File: config.mk
export PLATFORM = sky130hd
export DESIGN_NAME = ps2_packet_rx
export DESIGN_NICKNAME = d
export VERILOG_FILES = /design/src/rtl/ps2_packet_rx.sv
export SDC_FILE = /design/constraint.sdc
export NUM_CORES = 1
export LEC_CHECK = 0
export CAP_MARGIN = 0
export CORE_AREA = 10 10 109 111
export CTS_CLUSTER_SIZE = 25
export DETAILED_ROUTE_END_ITERATION = 10
export DIE_AREA = 0 0 119 121
export GPL_TIMING_DRIVEN = 1
export PLACE_DENSITY = 0.65
export SYNTH_ARGS = -nofsm -noshare
export SYNTH_HDL_FRONTEND = slang
export SYNTH_SLANG_ARGS = --single-unit
File: constraint.sdc
create_clock -name CLK50MHZ -period 3.1 [get_ports CLK50MHZ]
set_clock_uncertainty 0.05 [all_clocks]
set_input_delay 0.465 -clock CLK50MHZ [delete_from_list [all_inputs] [get_ports CLK50MHZ]]
set_output_delay 0.465 -clock CLK50MHZ [all_outputs]
set_load 0.005 [all_outputs]
File: src/rtl/ps2_packet_rx.sv
// PS/2 device-to-host receiver: synchronises and glitch-filters the PS/2 lines,
// deframes 11-bit frames and assembles multi-byte packets with error reporting.
module ps2_packet_rx #(
  parameter int FILTER_LEN     = 8,
  parameter int TIMEOUT_CYCLES = 50000,
  parameter int PACKET_BYTES   = 3,
  parameter bit SYNC_CHECK     = 1'b1
) (
  input  logic                      CLK50MHZ,
  input  logic                      RST,
  input  logic                      ps2c,
  input  logic                      ps2d,
  output logic [8*PACKET_BYTES-1:0] packet,
  output logic                      packet_valid,
  output logic                      err_parity,
  output logic                      err_frame,
  output logic                      err_sync,
  output logic                      err_timeout,
  output logic                      busy
);

  localparam int TW = $clog2(TIMEOUT_CYCLES + 1);

  typedef enum logic [1:0] {IDLE, DATA, PARITY, STOP} state_t;

  state_t                    state, state_n;
  logic                      c_meta, c_sync, d_meta, d_sync;
  logic                      fclk;
  logic [7:0]                fcnt;
  logic                      fall;
  logic [2:0]                bitcnt;
  logic [7:0]                shreg;
  logic                      pbit;
  logic [1:0]                idx;
  logic [8*PACKET_BYTES-1:0] hold, hold_n;
  logic [TW-1:0]             tcnt;
  logic                      timeout, stop_fin, frame_bad, par_bad, sync_bad;
  logic                      accept, last;

  // The filtered falling edge is the cycle in which fclk is about to drop.
  assign fall = fclk && !c_sync && (fcnt == 8'(FILTER_LEN - 1));
  assign busy = (state != IDLE) || (idx != '0);

  always_ff @(posedge CLK50MHZ or negedge RST) begin
    if (!RST) begin
      c_meta <= 1'b1;
      c_sync <= 1'b1;
      d_meta <= 1'b1;
      d_sync <= 1'b1;
      fclk   <= 1'b1;
      fcnt   <= '0;
    end else begin
      c_meta <= ps2c;
      c_sync <= c_meta;
      d_meta <= ps2d;
      d_sync <= d_meta;
      if (c_sync == fclk) begin
        fcnt <= '0;
      end else if (fcnt == 8'(FILTER_LEN - 1)) begin
        fclk <= c_sync;
        fcnt <= '0;
      end else begin
        fcnt <= fcnt + 8'd1;
      end
    end
  end

  always_comb begin
    stop_fin  = fall && (state == STOP);
    frame_bad = stop_fin && !d_sync;
    par_bad   = stop_fin && d_sync && !(^{shreg, pbit});
    sync_bad  = stop_fin && d_sync && (^{shreg, pbit}) && SYNC_CHECK &&
                (idx == '0) && !shreg[3];
    accept    = stop_fin && d_sync && (^{shreg, pbit}) && !sync_bad;
    last      = accept && (idx == 2'(PACKET_BYTES - 1));
    timeout   = !fall && busy && (tcnt == TW'(TIMEOUT_CYCLES - 1));
    hold_n    = hold;
    hold_n[8*idx +: 8] = shreg;
  end

  always_comb begin
    state_n = state;
    case (state)
      IDLE:    if (fall && !d_sync) state_n = DATA;
      DATA:    if (fall && (bitcnt == 3'd7)) state_n = PARITY;
      PARITY:  if (fall) state_n = STOP;
      STOP:    if (fall) state_n = IDLE;
      default: state_n = IDLE;
    endcase
    if (timeout) state_n = IDLE;
  end

  always_ff @(posedge CLK50MHZ or negedge RST) begin
    if (!RST) begin
      state <= IDLE;
    end else begin
      state <= state_n;
    end
  end

  always_ff @(posedge CLK50MHZ or negedge RST) begin
    if (!RST) begin
      bitcnt       <= '0;
      shreg        <= '0;
      pbit         <= 1'b0;
      idx          <= '0;
      hold         <= '0;
      packet       <= '0;
      tcnt         <= '0;
      packet_valid <= 1'b0;
      err_parity   <= 1'b0;
      err_frame    <= 1'b0;
      err_sync     <= 1'b0;
      err_timeout  <= 1'b0;
    end else begin
      packet_valid <= last;
      err_frame    <= frame_bad;
      err_parity   <= par_bad;
      err_sync     <= sync_bad;
      err_timeout  <= timeout;

      if (fall || timeout || !busy) begin
        tcnt <= '0;
      end else begin
        tcnt <= tcnt + TW'(1);
      end

      if (fall && (state == IDLE)) begin
        bitcnt <= '0;
      end
      if (fall && (state == DATA)) begin
        shreg  <= {d_sync, shreg[7:1]};
        bitcnt <= bitcnt + 3'd1;
      end
      if (fall && (state == PARITY)) begin
        pbit <= d_sync;
      end

      if (timeout || frame_bad || par_bad) begin
        idx <= '0;
      end else if (accept) begin
        hold <= hold_n;
        if (last) begin
          packet <= hold_n;
          idx    <= '0;
        end else begin
          idx <= idx + 2'd1;
        end
      end
    end
  end

endmodule

==> results.ini <==
[global_route]
grt_use_total_pct = 11.8
overflow = 0
grt_first_pass_wirelength_mm = 14.1
grt_pass1_vias = 2889
grt_max_degree = 91
antenna_found_initial = 0

[outcome]
outcome = completed

[floorplan]
die_w_um = 119
rows = 36
coreArea_sq_um = 9640
initial_core_util_pct = 44.7
die_h_um = 121
die_area_sq_um = 14400
io_pins = 34

[synth]
syn-num-nets = 394
synth-edff-count = 0
syn_inst = 376
synth_top_area_share_pct = 49.4
yosysTopAreaCell = dfrtp_1
synth.distinct_cells = 46
syn-cell-area_sq_um = 4310
ys_seq_elements = 90
yosys_most_used_dff = dfrtp_1
synth-async-reset-ratio_pct = 100
ys_top_cells_by_area = dfrtp_1, mux2_4, ha_1
syn_avg_cell_area_sq_um = 11.5
ys_seq_area_share_pct = 52.5
yosysWarnings = 0

[route]
vias = 2735
drt_iter0_markers = 131
drtPass1Iterations = 4
wirelength_mm = 8.13
drc = 0
vias_per_cell = 5.05
routedWlPerCell_um = 15.0
drtAntennaViolNets = 0

[timing]
fin_tns_setup_ps = 0
whs_ps = 222
rsz0062_at_grt = no
layout_setup_ws_ps = 635
tightest_slew_ps = 1130
slew_violations = 0
hold_viol_final = 0
min_period_over_period_pct = 79.5
period_needed_ps = 2470
fmax_mhz = 406
setup_viol = 0
maxSlewHeadroom_pct = 24.5

[placement]
place_congestion = 0.773
dpl.hpwl_mm = 5.62
io_buffers = 33
pre_cts_ws_ps = 678
dp_cells = 526

[cts]
cts_tree = built
cts_hold_buf = 0
ctsResizeCount = 0
clock-sinks = 90
clockRootBuffer = clkbuf_8
postCtsSetupBuffers = 0
clk_pin_slew_ps = 90
clk_latency_ps = 350
ctsHtreeMaxLevel = 3
numCtsBuffers = 9
clockBufferDepth = 2

[critical_path]
path_buf_inv = 1
critPathRequiredTime_ps = 3290
r2r_cells = 6
critPathSlowestCell = or4_4
path_cells = or4_4, nor2_1, and3_1, nand4_4, inv_6, mux2_2
r2r_setup_slack_ps = 630
r2r-end = packet[3]
critical_path_class = reg -> reg
cp-end-kind = flip-flop
crit_fanout = 25
worst_path_largest_cell_delay_ps = 580
worstPathArrival_ps = 2650
startpoint_type = flip-flop
r2r-start = fcnt[4]
crit_family = simple AND/OR/NAND/NOR gates

[layout]
area_growth_pct = 13.9
drive_above_1_share_pct = 14.4
fin_cells = 542
final_cell_mix = dfrtp_1, nand2_1, clkdlybuf4s50_1
final_nets = 422
layout_commonest_cell = dfrtp_1
num_antenna_cells = 0

[power]
leakagePower_nw = 2.24
powerDensity_nw_per_um2 = 497
finalPower_mw = 2.44
irDropWorstVdd_mv = 0.267

[worst_hold_path]
hold_path.class = in -> async

[flow_run]
cap_violations = 0

## logic make-up after synthesis
logic type | share of synthesized area, %
adders and majority gates | 4.07
DFF | 52.5
muxes | 10.1
buffers and inverters | 5.87
AOI/OAI and AO/OA | 6.71
and+or+nand+nor | 14.2
xor gates and xnor gates | 6.66
## layout make-up
| class | count | area [sq um] |
|---|---|---|
| clock inverters | 3 | 46.3 |
| inverters | 31 | 121 |
| clock buffers | 13 | 169 |
| flip-flops and latches | 90 | 2260 |
| repair buffers | 36 | 350 |
| well taps | 133 | 166 |
| fillers | 905 | 4730 |
| multi-input cells | 236 | 1790 |
## metrics by stage
stage / util [%] / area, sq um
2_1_floorplan: - / 4310
3_3_place_gp: 48.7 / 4690
4_1_cts: 50.9 / 4910
6_report: 50.9 / 4910
5_1_grt: 50.9 / 4910
3_5_place_dp: 48.7 / 4690
## how the worst max path moves through the flow
stage / start / to / slack, ps / depth (start not counted)
after floorplan: shreg[1] / packet[10] / 900 / 8
after global placement: fcnt[4] / packet[1] / 770 / 6
after detailed placement: fcnt[4] / packet[3] / 680 / 6
after CTS: fcnt[4] / packet[3] / 640 / 6
after global routing: fcnt[4] / packet[3] / 530 / 6
final: fcnt[4] / packet[3] / 630 / 6
## routing by layer
layer	vias up	wire, um	track usage (%)
met5	-	0	0
met4	0	136	4.66
met3	12	321	2.51
met2	45	4020	20.0
met1	1356	3650	14.4
li1	1322	-	-
## registers in the layout, indices dropped and copies added, names as in the netlist, 2 cells and up
name	cells
packet	24
bitcnt	3
hold	16
idx	2
state	2
shreg	8
tcnt	16
fcnt	8
## where the power goes
part / internal (mW) / switching, mW
Sequential: 1.24 / 0.0502
Clock: 0.441 / 0.406
Combinational: 0.124 / 0.178
## cells in the mapped netlist (5+ instances only)
library cell  count
nand4_1           5
nand3_1          13
a22o_1           16
mux2_2           15
o21ai_0          18
mux2_4           13
mux2i_1           7
buf_2             7
dfstp_2           5
clkbuf_1          7
xor2_1           13
xnor2_1          12
inv_1            30
nand2_1          33
ha_1             14
dfrtp_1          85
nor2_1           29
and3_1           10
Note: power is estimated with default switching activity, not from simulation.
